$ cat config.mk
export PLATFORM = sky130hd
export DESIGN_NAME = mem_arbiter
export DESIGN_NICKNAME = d
export VERILOG_FILES = /design/src/rtl/mem_arb_pkg.sv /design/src/rtl/mem_arbiter_rr_pick2.sv /design/src/rtl/mem_arbiter.sv
export SDC_FILE = /design/constraint.sdc
export NUM_CORES = 1
export LEC_CHECK = 0
export BUFFER_PORTS_ARGS = -buffer_cell sky130_fd_sc_hd__buf_2
export CAP_MARGIN = 20
export CORE_ASPECT_RATIO = 0.6
export CORE_UTILIZATION = 36
export DETAILED_ROUTE_END_ITERATION = 10
export PLACE_DENSITY = 0.77
export REMOVE_ABC_BUFFERS = 1
export SLEW_MARGIN = 30
export SYNTH_ARGS = -nofsm -noshare
export SYNTH_HDL_FRONTEND = slang
export SYNTH_SLANG_ARGS = --single-unit
$ cat constraint.sdc
create_clock -name ph1 -period 2.01 [get_ports ph1]
set_clock_uncertainty 0.15 [all_clocks]
set_input_delay 0.3015 -clock ph1 [delete_from_list [all_inputs] [get_ports ph1]]
set_output_delay 0.3015 -clock ph1 [all_outputs]
set_load 0.05 [all_outputs]
$ cat src/rtl/mem_arb_pkg.sv
// Shared types and constants for the two-port data-memory arbiter.
package mem_arb_pkg;

  typedef enum logic {
    UNLOCKED = 1'b0,
    LOCKED   = 1'b1
  } arb_state_e;

  localparam logic P0 = 1'b0;
  localparam logic P1 = 1'b1;

  localparam int LOCK_CNT_W = 4;
  localparam logic [LOCK_CNT_W-1:0] LOCK_CNT_ZERO = 4'd0;
  localparam logic [LOCK_CNT_W-1:0] LOCK_CNT_ONE  = 4'd1;

  // Saturating increment of the burst-lock counter.
  function automatic logic [LOCK_CNT_W-1:0] lock_cnt_inc(
    input logic [LOCK_CNT_W-1:0] cnt,
    input logic [LOCK_CNT_W-1:0] max_cnt
  );
    logic [LOCK_CNT_W-1:0] res;
    if (cnt >= max_cnt) begin
      res = cnt;
    end else begin
      res = cnt + LOCK_CNT_ONE;
    end
    return res;
  endfunction

endpackage

$ cat src/rtl/mem_arbiter_rr_pick2.sv
// Combinational 2-way round-robin picker with an optional forced winner.
module rr_pick2 (
  input  logic [1:0] req,
  input  logic       last,
  input  logic       lock_en,
  input  logic       lock_port,
  output logic [1:0] gnt
);

  // One-hot pick: the forced port if it requests, otherwise the port that did not win last.
  always_comb begin
    gnt = 2'b00;
    if (lock_en && req[lock_port]) begin
      gnt = lock_port ? 2'b10 : 2'b01;
    end else begin
      case (req)
        2'b01:   gnt = 2'b01;
        2'b10:   gnt = 2'b10;
        2'b11:   gnt = last ? 2'b01 : 2'b10;
        default: gnt = 2'b00;
      endcase
    end
  end

endmodule

$ cat src/rtl/mem_arbiter.sv
// Two-port arbiter for the single-port data memory: round-robin with a bounded
// burst lock, same-cycle grant and a one-cycle read-return tag.
module mem_arbiter
  import mem_arb_pkg::*;
#(
  parameter int ADDR_W   = 8,
  parameter int DATA_W   = 8,
  parameter int MAX_LOCK = 4
) (
  input  logic              ph1,
  input  logic              reset,
  input  logic              p0_req,
  input  logic              p1_req,
  input  logic              p0_we,
  input  logic              p1_we,
  input  logic              p0_lock,
  input  logic              p1_lock,
  input  logic [ADDR_W-1:0] p0_addr,
  input  logic [ADDR_W-1:0] p1_addr,
  input  logic [DATA_W-1:0] p0_wdata,
  input  logic [DATA_W-1:0] p1_wdata,
  output logic              p0_gnt,
  output logic              p1_gnt,
  output logic              p0_rvalid,
  output logic              p1_rvalid,
  output logic [DATA_W-1:0] p0_rdata,
  output logic [DATA_W-1:0] p1_rdata,
  output logic              MemRead,
  output logic              MemWrite,
  output logic [ADDR_W-1:0] Address,
  output logic [DATA_W-1:0] Write_data,
  input  logic [DATA_W-1:0] MemData
);

  localparam logic [LOCK_CNT_W-1:0] LOCK_MAX = LOCK_CNT_W'(MAX_LOCK);

  arb_state_e            state_r, state_nxt_s;
  logic                  owner_r, owner_nxt_s;
  logic                  last_r, last_nxt_s;
  logic [LOCK_CNT_W-1:0] lock_cnt_r, lock_cnt_nxt_s;
  logic [1:0]            rd_tag_r, rd_tag_nxt_s;

  logic [1:0] req_s;
  logic [1:0] lock_s;
  logic       other_s;
  logic       owner_hold_s;
  logic       forced_s;
  logic [1:0] pick_gnt_s;
  logic [1:0] gnt_s;
  logic       any_gnt_s;
  logic       win_s;
  logic       win_we_s;

  assign req_s   = {p1_req, p0_req};
  assign lock_s  = {p1_lock, p0_lock};
  assign other_s = ~owner_r;

  // A locking owner keeps the memory until the counter hits the cap with the other port waiting.
  assign owner_hold_s = (state_r == LOCKED) && req_s[owner_r] && lock_s[owner_r];
  assign forced_s     = owner_hold_s && (lock_cnt_r == LOCK_MAX) && req_s[other_s];

  rr_pick2 u_pick (
    .req       (req_s),
    .last      (last_r),
    .lock_en   (owner_hold_s),
    .lock_port (forced_s ? other_s : owner_r),
    .gnt       (pick_gnt_s)
  );

  // Grant gating: nothing is granted while reset is held.
  always_comb begin
    gnt_s = 2'b00;
    if (reset) begin
      gnt_s = 2'b00;
    end else begin
      gnt_s = pick_gnt_s;
    end
  end

  assign any_gnt_s = |gnt_s;
  assign win_s     = gnt_s[1];
  assign win_we_s  = win_s ? p1_we : p0_we;

  // Memory command mux and read-return tag for the winning port.
  always_comb begin
    MemRead      = 1'b0;
    MemWrite     = 1'b0;
    Address      = {ADDR_W{1'b0}};
    Write_data   = {DATA_W{1'b0}};
    rd_tag_nxt_s = 2'b00;
    if (any_gnt_s) begin
      MemRead      = ~win_we_s;
      MemWrite     = win_we_s;
      Address      = win_s ? p1_addr : p0_addr;
      Write_data   = win_s ? p1_wdata : p0_wdata;
      rd_tag_nxt_s = win_we_s ? 2'b00 : gnt_s;
    end else begin
      rd_tag_nxt_s = 2'b00;
    end
  end

  // Next-state: owner hold / forced release, else the plain round-robin outcome.
  always_comb begin
    state_nxt_s    = state_r;
    owner_nxt_s    = owner_r;
    last_nxt_s     = last_r;
    lock_cnt_nxt_s = lock_cnt_r;
    if (forced_s) begin
      state_nxt_s    = UNLOCKED;
      last_nxt_s     = other_s;
      lock_cnt_nxt_s = LOCK_CNT_ZERO;
    end else if (owner_hold_s) begin
      last_nxt_s = owner_r;
      if (req_s[other_s]) begin
        lock_cnt_nxt_s = lock_cnt_inc(lock_cnt_r, LOCK_MAX);
      end else begin
        lock_cnt_nxt_s = lock_cnt_r;
      end
    end else if (any_gnt_s) begin
      last_nxt_s = win_s;
      if (lock_s[win_s]) begin
        state_nxt_s    = LOCKED;
        owner_nxt_s    = win_s;
        lock_cnt_nxt_s = LOCK_CNT_ONE;
      end else begin
        state_nxt_s    = UNLOCKED;
        lock_cnt_nxt_s = LOCK_CNT_ZERO;
      end
    end else begin
      state_nxt_s    = UNLOCKED;
      lock_cnt_nxt_s = LOCK_CNT_ZERO;
    end
  end

  // State, lock counter and read tag registers; reset drops any outstanding read.
  always_ff @(posedge ph1) begin
    if (reset) begin
      state_r    <= UNLOCKED;
      owner_r    <= P0;
      last_r     <= P1;
      lock_cnt_r <= LOCK_CNT_ZERO;
      rd_tag_r   <= 2'b00;
    end else begin
      state_r    <= state_nxt_s;
      owner_r    <= owner_nxt_s;
      last_r     <= last_nxt_s;
      lock_cnt_r <= lock_cnt_nxt_s;
      rd_tag_r   <= rd_tag_nxt_s;
    end
  end

  assign p0_gnt    = gnt_s[0];
  assign p1_gnt    = gnt_s[1];
  assign p0_rvalid = rd_tag_r[0];
  assign p1_rvalid = rd_tag_r[1];
  assign p0_rdata  = rd_tag_r[0] ? MemData : {DATA_W{1'b0}};
  assign p1_rdata  = rd_tag_r[1] ? MemData : {DATA_W{1'b0}};

endmodule

==> metrics, run 1 <==
Max-Slew Margin vs Limit=75.4%; violations in the final reports=negative setup slack; number of iterations in the first detailed-routing pass=4; Antenna Violating Nets Remaining=0; Internal Dissipation=0.532 mW; critical path launch point type=register; top layer in use=met4; part of the power in combinational logic=54.7%; count of antenna diodes in the layout=0; CTS clock-pin slew for the worst setup and hold paths=0.05 ns; total half-perimeter wirelength after legalization and detailed placement=2.54 mm; routability-driven placement congestion ratio=0.829; TritonCTS clock tree=built; switching pwr=0.381 mW; Worst setup EP type=output pin; fill cell instance count of the final layout=214; row count=15; net count of the finished layout=291; Peak supply drop=272 uV; Sinks on Clock Net=9; switching part of the total=41.8%; maximum frequency from static timing analysis=408 MHz; maximum number of pins on one net before global-route repair=18; share of synthesized area occupied by flip-flops and latches=16.5%; cell area after technology mapping=1090 um^2; syn_area_per_cell=8.26 um^2; first-pass GRT wire length=5.56 mm; clock power share=23.6%; Hold Crit Class=input port to register; core footprint=2870 um^2; root buffer cell=clkbuf_8; run status=finished with violations; total wirelength of the detailed-routed design=3.80 mm; DRC viols=0; pin slew with the least headroom to its limit=0.369 ns; Finish-stage setup viols=20; Synth Flop Type=dfxtp_1; final-layout worst hold slack=0.133 ns; Overall Power=0.913 mW; num ports=86; post-route setup slack=-0.439 ns; unrepaired setup endpoints after global routing=yes; standard cell area after detailed placement=1660 um^2; P&R area growth vs syn=85.1%; static leakage=1.08 nW; height of the die=44.6 um; Routed met2 length=1.80 mm; clock buffer count from CTS=3; number of distinct library cells after synthesis=37; most common cell type on the critical path=buf_6; required time worst endpoint=1.56 ns; antenna violations before repair=0; initial core utilization=38.0%; number of max-slew violations in the final report=0; Fin Setup TNS=-8.05 ns; sum of routed wire segments on met1=1.65 mm; area of all placed cells without fillers=2020 um^2; clock latency of the later-clocked register in the worst-skew pair=0.24 ns; Worst Setup Path Type=register to output pin; total via count in the routed design=1381; number of global-route vias before repair=1144; total global routing track utilization=22.9%; number of enable flip-flop cells after synthesis=0; Period Utilization, post-route=122%; Worst EP arrival=2.00 ns; worst stage delay on the critical path=0.34 ns; part of the total power dissipated in sequential elements=21.6%; cts hold-fix bufs=0; drt initial violations=112; DIE WIDTH=73.0 um; max capacitance violation total=0; vias per inst=4.90; cell chain of the critical path=inv_2, ha_4, and3b_1, buf_4, a22o_4, mux2i_4, buf_6, o32ai_2, buf_6; clock period minus final worst setup slack=2.45 ns; layout cells sized above 1=61.7%; post-synthesis cell count=132; Hold Fails Final Rpt=0; register bit total from synthesis=9; Routed met3 length=275 um; die area=3260 um^2; count of H-tree levels built during CTS=1; pwr/cell area=453 nW/um^2; crit path max fanout=8; warnings from Yosys=0; final routed wire length divided by cell count=13.5 um; buffers added on ports=85; slowest library cell on the worst path=dfxtp_2; async set or reset register ratio after synthesis=0%; grt ovf=0; clk buf depth=2
-- kinds of logic (layout without fill, tap and decap cells) --
| logic type | count (synthesis) | after routing | share of synthesized area, % |
|---|---|---|---|
| DFF | 9 | 9 | 16.5 |
| AOI/OAI and AO/OA | 32 | 32 | 32.3 |
| adders and majority gates | 2 | 2 | 2.30 |
| buffers and inverters | 43 | 151 | 17.9 |
| and+or+nand+nor | 42 | 42 | 26.3 |
| xor gates and xnor gates | 1 | 1 | 0.804 |
| muxes | 3 | 3 | 3.90 |
-- critical path, delay by kind of cell (launching register included) --
| kind | cells | cell delay [ns] |
|---|---|---|
| buffers and inverters | 4 | 0.56 |
| AND/OR/NAND/NOR | 1 | 0.17 |
| adder cells (fa/ha/maj) | 1 | 0.15 |
| AO/OA/AOI/OAI | 2 | 0.33 |
| flip-flops | 1 | 0.34 |
| multiplexers | 1 | 0.21 |
-- layer usage --
metal	up-vias	global-route usage [%]
met5	-	0
met4	0	5.88
met3	9	4.33
met2	63	36.5
met1	641	31.8
li1	668	-
-- cells in the final DEF (no fill, tap or decap), types with 3 or more instances in the layout --
cell type   n
a21oi_1     3
inv_1      34
o32ai_2    14
nor2_1      5
nand2_1     8
buf_12      3
buf_4      23
buf_2      65
clkbuf_8    3
and2_1     17
dfxtp_1     7
buf_6      18
-- power by group through the flow --
stage | combinational, mW | clock, mW | sequential, mW
final | 0.500 | 0.216 | 0.198
after global routing | 0.525 | 0.231 | 0.198
after CTS | 0.480 | 0.223 | 0.197
after detailed placement | 0.403 | 0 | 0.200
after global placement | 0.402 | 0 | 0.200
after floorplan | 0.250 | 0 | 0.204
-- area by class of cell --
type | instances | area (um^2) | area share (%)
Inverter | 37 | 141 | 7.01
Clock buffer | 4 | 45.0 | 2.23
Multi-Input combinational cell | 80 | 820 | 40.6
Sequential cell | 9 | 183 | 9.06
Tap cell | 42 | 52.6 | 2.61
Timing Repair Buffer | 110 | 776 | 38.5
-- stage by stage --
step	util, %	std cells	setup WS, ns
global placement	58.0	270	-0.270
CTS	68.2	283	-0.456
floorplan	-	126	-0.890
detailed placement	58.0	270	-0.319
global route	70.2	282	-0.481
finish	70.2	282	-0.439
-- cells in the mapped netlist, drive strengths merged, types with 2 or more instances --
cell type	n	area share [%]
a21oi	3	1.4
a311oi	2	1.6
and2	17	9.8
buf	4	4.5
clkbuf	2	0.69
dfxtp	9	17
ha	2	2.3
inv	37	13
mux2i	3	3.9
nand2	9	3.8
nand3b	2	1.7
nand4b	2	4.4
nor2	6	2.1
o21ai	2	0.92
o32ai	17	19
-- registers in the layout, summed over array words and instances (netlist names) --
| name | flops |
|---|---|
| lock_cnt_r | 4 |
| rd_tag_r | 2 |
| last_r | 1 |
| owner_r | 1 |
| state_r | 1 |
-- worst paths after layout --
| check | slack (ns) | to | from | depth (start not counted) |
|---|---|---|---|---|
| min reg2reg | 0.43 | lock_cnt_r[2] | lock_cnt_r[2] | 2 |
| max | -0.44 | Write_data[7] | lock_cnt_r[0] | 9 |
| min | 0.13 | rd_tag_r[1] | p1_we | 2 |
| max reg2reg | 0.24 | rd_tag_r[1] | lock_cnt_r[0] | 8 |
-- what timing repair did --
| action | 4_1_cts | 5_1_grt |
|---|---|---|
| buffers inserted | 8 | 1 |
| cloned | 1 | 0 |
| resized for setup | 43 | 18 |
| setup endpoints to repair | 20 | 20 |
| pin swaps | 4 | 0 |
Note: power is estimated with default switching activity, not from simulation.
==> run 2: changes to the inputs <==
--- a/config.mk
+++ b/config.mk
@@ -13,4 +13,5 @@
 export PLACE_DENSITY = 0.77
 export REMOVE_ABC_BUFFERS = 1
+export SETUP_SLACK_MARGIN = 0.15
 export SLEW_MARGIN = 30
 export SYNTH_ARGS = -nofsm -noshare
==> constraint.sdc (replaced) <==
create_clock -name ph1 -period 2.01 [get_ports ph1]
set_clock_uncertainty 0.15 [all_clocks]
set_input_delay 0.603 -clock ph1 [delete_from_list [all_inputs] [get_ports ph1]]
set_output_delay 0.603 -clock ph1 [all_outputs]
set_load 0.05 [all_outputs]
==> metrics, run 2 (same netlist as run 1, synthesis figures left out) <==
layout cells sized above 1=64.8% (+3.1 points); most common cell after layout, fill and taps aside=buf_2; number of max-slew violations in the final report=0 (unchanged); drt initial violations=63 (-44%); total half-perimeter wirelength after legalization and detailed placement=2.59 mm (+2.2%); TritonCTS clock tree=built; DRC viols=0 (unchanged); routability-driven placement congestion ratio=0.911 (+10%); count of antenna diodes in the layout=0 (unchanged); CTS clock-pin slew for the worst setup and hold paths=0.04 ns (about the same); maximum frequency from static timing analysis=368 MHz (-9.8%); worst stage delay on the critical path=0.34 ns (about the same); Worst Setup Path Type=register to output pin; initial core utilization=38.0% (unchanged); pin slew with the least headroom to its limit=0.257 ns (-0.112 ns); count of H-tree levels built during CTS=1 (unchanged); total number of cells along the worst setup path=9 (unchanged); worst hold path stage count=2 (unchanged); clock buffer count from CTS=3 (unchanged); Post-Route Utilization=73.7% (+3.4 points); fill cell instance count of the final layout=220 (+2.8%); max reg flops=4 (unchanged); Hold Fails Final Rpt=0 (unchanged); Antenna Violating Nets Remaining=0 (unchanged); source of the worst register-to-register timing path=lock_cnt_r[0]; launch point of the worst hold path=owner_r; area of all placed cells without fillers=2120 um^2 (+4.9%); antenna violations before repair=0 (unchanged); slowest library cell on the worst path=dfxtp_2; number of global-route vias before repair=1334 (+17%); static leakage=1.14 nW (+5.2%); die area=3260 um^2 (unchanged); Period Utilization, post-route=135% (+13 points); Finish-stage setup viols=20 (unchanged); buffers added on ports=85 (unchanged); register bank with the most flops=lock_cnt_r; Max-Slew Margin vs Limit=82.4% (+7.0 points); most common cell type on the critical path=buf_6; num ports=86 (unchanged); height of the die=44.6 um (unchanged); cell chain of the critical path=inv_2, ha_4, and3b_2, a22o_4, mux2i_4, buf_6, buf_12, o32ai_2, buf_6; number of iterations in the first detailed-routing pass=4 (unchanged); Worst setup EP type=output pin; first-pass GRT wire length=5.83 mm (+4.8%); grt ovf=0 (unchanged); required time worst endpoint=1.26 ns (-0.30 ns); Critical path buffers and inverters=4 (unchanged); net count of the finished layout=301 (+3.4%); total via count in the routed design=1394 (+0.94%); Peak supply drop=229 uV (-16%); Overall Power=0.938 mW (+2.7%); critical path launch point type=register; clock latency of the later-clocked register in the worst-skew pair=0.24 ns (about the same); P&R area growth vs syn=94.1%; Top delay family on crit path=buffers and inverters; Hold Crit Class=register to register; post-route setup slack=-0.706 ns (-0.268 ns); final routed wire length divided by cell count=13.1 um (-2.9%); maximum number of pins on one net before global-route repair=16 (-2); clock period minus final worst setup slack=2.72 ns (+0.268 ns); Reg2Reg Depth=8 (unchanged); clk buf depth=2 (unchanged); violations in the final reports=negative setup slack; max capacitance violation total=0 (unchanged); vias per inst=4.77 (-2.5%); total global routing track utilization=23.5% (+0.63 points); core footprint=2870 um^2 (unchanged); row count=15 (unchanged); crit path max fanout=8 (unchanged); root buffer cell=clkbuf_8; standard cell area after detailed placement=1740 um^2 (+4.5%); pwr/cell area=444 nW/um^2 (-2.1%); DIE WIDTH=73.0 um (unchanged); Sinks on Clock Net=9 (unchanged); top library cells by usage in the layout, fill and taps aside=buf_2, buf_4, inv_1, buf_6, and2_1; origin of the worst setup path=lock_cnt_r[0]; worst slack at placement=-0.787 ns (-0.468 ns); unrepaired setup endpoints after global routing=yes; total wirelength of the detailed-routed design=3.82 mm (+0.55%); run status=finished with violations; Worst EP arrival=1.96 ns (-0.04 ns); top flop regs=lock_cnt_r x4, rd_tag_r x2
## run 2: cell types whose count changed in the layout (fill, tap and decap cells not counted), moves of 2 or more
| cell | before | now |
|---|---|---|
| buf_2 | 65 | 58 |
| clkbuf_4 | 0 | 2 |
| dfxtp_1 | 7 | 4 |
| dfxtp_2 | 2 | 5 |
| buf_4 | 23 | 37 |
## run 2: path summary, 6_finish.rpt
| check | slack, ns | to |
|---|---|---|
| max | -0.71 | Address[7] |
| min | 0.43 | owner_r |
| max reg2reg | 0.27 | last_r |
| min reg2reg | 0.43 | owner_r |
## run 2: through the flow
step / TNS, ns / std cells / hold WS [ns]
3_5_place_dp: -15.00 / 280 / 0.460
2_1_floorplan: -16.74 / 126 / 0.336
5_1_grt: -14.82 / 292 / 0.452
4_1_cts: -13.12 / 291 / 0.436
6_report: -13.44 / 292 / 0.429
3_3_place_gp: -14.27 / 280 / 0.431
## run 2: power breakdown
part | total (mW) | internal, mW | switching (mW)
clock network | 0.219 | 0.139 | 0.0803
registers | 0.200 | 0.188 | 0.0124
logic | 0.519 | 0.226 | 0.293
## run 2: worst register-to-register path, delay by kind of cell, from the launching register on
kind | cells | cell delay [ns]
compound gates | 2 | 0.36
fa+ha+maj | 1 | 0.16
buf+inv | 3 | 0.30
simple gates | 2 | 0.27
flops | 1 | 0.34
## run 2: layout make-up
cell class	instances	area, um^2	share of cell area [%]
timing repair buffer	120	880	41.6
multi-input combinational	80	811	38.3
sequential	9	186	8.81
inverter	37	141	6.68
tap	42	52.6	2.48
clock buffer	4	45.0	2.13
## run 2: what timing repair did
item	4_1_cts	5_1_grt
resized for setup	67	5
hold buffers	0	0
pin swaps	6	3
endpoints found under the setup margin	24	32
setup buffers	6	1
cloned	1	0
## run 2: routing by layer
metal	vias up	GRT usage (%)	wire length [um]
met1	641	29.7	1720
met5	-	0	0
met3	6	5.24	246
met2	62	40.6	1810
met4	0	6.67	44
li1	685	-	-
==> run 3: changes to the inputs <==
CORE_UTILIZATION = 43   (was 36)
PLACE_DENSITY = 0.87   (was 0.77)
clock period = 3.4 ns   (was 2.01 ns; I/O delays follow)
==> metrics, run 3 <==
run status=aborted with a tool error; stopping stage=global routing (5_1_grt); first error line in the log=[ERROR DPL-0038] Utilization greater than 100%, impossible to legalize; post-synthesis cell count=132 (unchanged); maximum number of pins on one net before global-route repair=23; buffers added on ports=85 (unchanged); warnings from Yosys=0 (unchanged); register bit total from synthesis=9 (unchanged); grt repair worst endpoint=Write_data[1]; async set or reset register ratio after synthesis=0% (unchanged); share of synthesized area occupied by flip-flops and latches=16.5% (unchanged); number of distinct library cells after synthesis=37 (unchanged); clk buf depth=2 (unchanged); syn_area_per_cell=8.26 um^2 (unchanged); Worst endpoint type=primary output; root buffer cell=clkbuf_8; Sinks on Clock Net=9 (unchanged); cts hold-fix bufs=0 (unchanged); total half-perimeter wirelength after legalization and detailed placement=2.51 mm (-3.1%); cell with the most instances after synthesis=inv_1; cell area after technology mapping=1090 um^2 (unchanged); clock buffer count from CTS=3 (unchanged); Synth Flop Type=dfxtp_1; row count=13 (-2); number of enable flip-flop cells after synthesis=0 (unchanged); num ports=86 (unchanged); DIE WIDTH=67.0 um (-8.3%); initial core utilization=47.9% (+9.9 points); largest cells by area after synthesis=dfxtp_1, inv_1, o32ai_2, and2_1, o32ai_1; top-area cell type share of the netlist area=16.5% (unchanged); list of most frequent post-synthesis cells=inv_1, and2_1, dfxtp_1, o32ai_1; count of H-tree levels built during CTS=1 (unchanged); routability-driven placement congestion ratio=0.809 (-11%); standard cell area after detailed placement=1620 um^2 (-6.9%); Yosys top cell by area=dfxtp_1; height of the die=41.0 um (-8.1%)
run 3: cell counts after synthesis:
No cell type changed its count.
run 3: kinds of logic after synthesis:
family	count (synthesis)	synth area share, %
buf+inv	43	17.9
simple gates	42	26.3
compound gates	32	32.3
flops	9	16.5
mux	3	3.90
fa+ha+maj	2	2.30
xor+xnor	1	0.804
run 3: stage by stage:
stage	util (%)	instances	setup WS, ns	hold WS (ns)
4_1_cts	90.7	264	0.0266	0.373
3_5_place_dp	71.1	254	-0.134	0.370
3_3_place_gp	71.1	254	-0.0926	0.357
2_1_floorplan	-	126	-0.565	0.336
run 3: what timing repair did:
item	in CTS
endpoints found under the setup margin	20
pin swaps	9
cloned	2
setup buffers	4
gates resized for setup	69
==> run 4: changes to the inputs <==
CORE_AREA = 2 2 63 65   (was not set)
CORE_ASPECT_RATIO = not set   (was 0.6)
CORE_UTILIZATION = not set   (was 43)
DIE_AREA = 0 0 65 67   (was not set)
PLACE_DENSITY = not set   (was 0.87)
PLACE_DENSITY_LB_ADDON = 0.15   (was not set)
SETUP_SLACK_MARGIN = not set   (was 0.15)
==> metrics, run 4 (same netlist as run 1, synthesis figures left out) <==
run status=finished clean; Worst Setup Path Type=input port to output pin; part of the total power dissipated in sequential elements=21.9%; TritonCTS clock tree=built; pwr/cell area=266 nW/um^2; worst hold path stage count=1; clock latency of the later-clocked register in the worst-skew pair=0.23 ns; number of global-route vias before repair=1137; standard cell area after detailed placement=1630 um^2 (+0.62%); Worst setup EP type=output pin; Finish-stage setup viols=0; final routed wire length divided by cell count=12.1 um; clk buf depth=2 (unchanged); total wirelength of the detailed-routed design=3.40 mm; core footprint=3610 um^2; Peak supply drop=119 uV; Top delay family on crit path=buffers and inverters; source of the worst register-to-register timing path=lock_cnt_r[0]; crit path max fanout=6; required time worst endpoint=2.23 ns; critical path launch point type=input port; initial core utilization=30.2% (-18 points); Critical path buffers and inverters=3; top flop regs=lock_cnt_r x4, rd_tag_r x2; Sinks on Clock Net=9 (unchanged); total half-perimeter wirelength after legalization and detailed placement=2.50 mm (-0.37%); worst stage delay on the critical path=0.28 ns; CTS clock-pin slew for the worst setup and hold paths=0.04 ns; clock period minus final worst setup slack=3.36 ns; grt ovf=0; total via count in the routed design=1262; unrepaired setup endpoints after global routing=yes; Worst EP arrival=2.19 ns; area of all placed cells without fillers=2020 um^2; layout cells sized above 1=58.6%; routability-driven placement congestion ratio=0.754 (-6.8%); clock power share=23.5%; Internal Dissipation=0.316 mW; die area=4360 um^2; root buffer cell=clkbuf_8; pin slew with the least headroom to its limit=0.457 ns; Fin Setup TNS=0 ns; count of antenna diodes in the layout=0; static leakage=1.07 nW; P&R area growth vs syn=85.3%; antenna violations before repair=0; Antenna Violating Nets Remaining=0; worst setup slack for register-to-register paths=1.49 ns; Period Utilization, post-route=99.0%; Hold Fails Final Rpt=0; number of max-slew violations in the final report=0; maximum number of pins on one net before global-route repair=21; switching part of the total=41.2%; reg2reg end=rd_tag_r[1]; count of H-tree levels built during CTS=1 (unchanged); part of the power in combinational logic=54.6%; maximum frequency from static timing analysis=297 MHz; net count of the finished layout=283; endpoint with the worst hold slack=lock_cnt_r[3]; vias per inst=4.51; launch point of the worst hold path=lock_cnt_r[3]; register bank with the most flops=lock_cnt_r; number of iterations in the first detailed-routing pass=4; Hold Crit Class=register to register; height of the die=67 um (+63%); most common cell after layout, fill and taps aside=buf_2; Reg2Reg Depth=8; DRC viols=0; first-pass GRT wire length=4.80 mm; num ports=86 (unchanged); max reg flops=4; Overall Power=0.538 mW; cell chain of the critical path=buf_12, nand4b_4, a22o_4, mux2i_4, clkbuf_16, o32ai_2, buf_6; drt initial violations=35; buffers added on ports=85 (unchanged); DIE WIDTH=65 um (-3.0%); row count=22 (+9); Max-Slew Margin vs Limit=69.5%; slowest library cell on the worst path=a22o_4; top library cells by usage in the layout, fill and taps aside=buf_2, inv_1, buf_6, and2_1, o32ai_2; max capacitance violation total=0; switching pwr=0.222 mW; clock buffer count from CTS=3 (unchanged); total global routing track utilization=13.5%
-- run 4: metrics by stage --
step	instances	worst slack (ns)	utilization (%)	hold WS, ns
after floorplan	126	-0.565	-	0.336
after global placement	272	-0.221	45.2	0.361
after detailed placement	272	-0.225	45.2	0.361
after CTS	276	-0.0194	48.5	0.373
after global routing	280	-0.0162	56.0	0.388
final	280	0.0357	56.0	0.367
-- run 4: per-layer routing --
layer	up-vias	global-route usage (%)	wire, um
met5	-	0	0
met4	0	3.99	14
met3	2	3.04	289
met2	53	23.7	1710
met1	559	16.3	1390
li1	648	-	-
-- run 4: worst max path at each step --
stage | cells after the start | to | slack [ns] | from
6_report | 7 | Address[3] | 0.04 | p0_req
5_1_grt | 7 | Address[4] | -0.02 | p1_req
4_1_cts | 7 | Write_data[5] | -0.02 | p1_req
3_5_place_dp | 7 | Write_data[7] | -0.22 | p0_req
3_3_place_gp | 8 | Write_data[7] | -0.22 | p0_req
2_1_floorplan | 4 | MemWrite | -0.56 | p1_req
-- run 4: power by group through the flow --
stage	registers [mW]	logic, mW	clock network [mW]
4_1_cts	0.117	0.248	0.131
6_report	0.118	0.294	0.126
5_1_grt	0.119	0.311	0.134
3_5_place_dp	0.119	0.234	0
2_1_floorplan	0.121	0.148	0
3_3_place_gp	0.119	0.234	0
-- run 4: repair_timing --
action | CTS | global route
gates cloned | 0 | 2
resized for setup | 24 | 43
pin swaps | 0 | 5
setup buffers | 0 | 2
hold buffers | 0 | 0
setup endpoints to repair | 20 | 20
-- run 4: layout make-up --
type / count / area, um^2
Timing Repair Buffer: 102 / 744
Sequential cell: 9 / 180
Tap cell: 48 / 60.1
Fill cell: 340 / 1590
Inverter: 37 / 139
Multi-Input combinational cell: 80 / 851
Clock buffer: 4 / 45.0
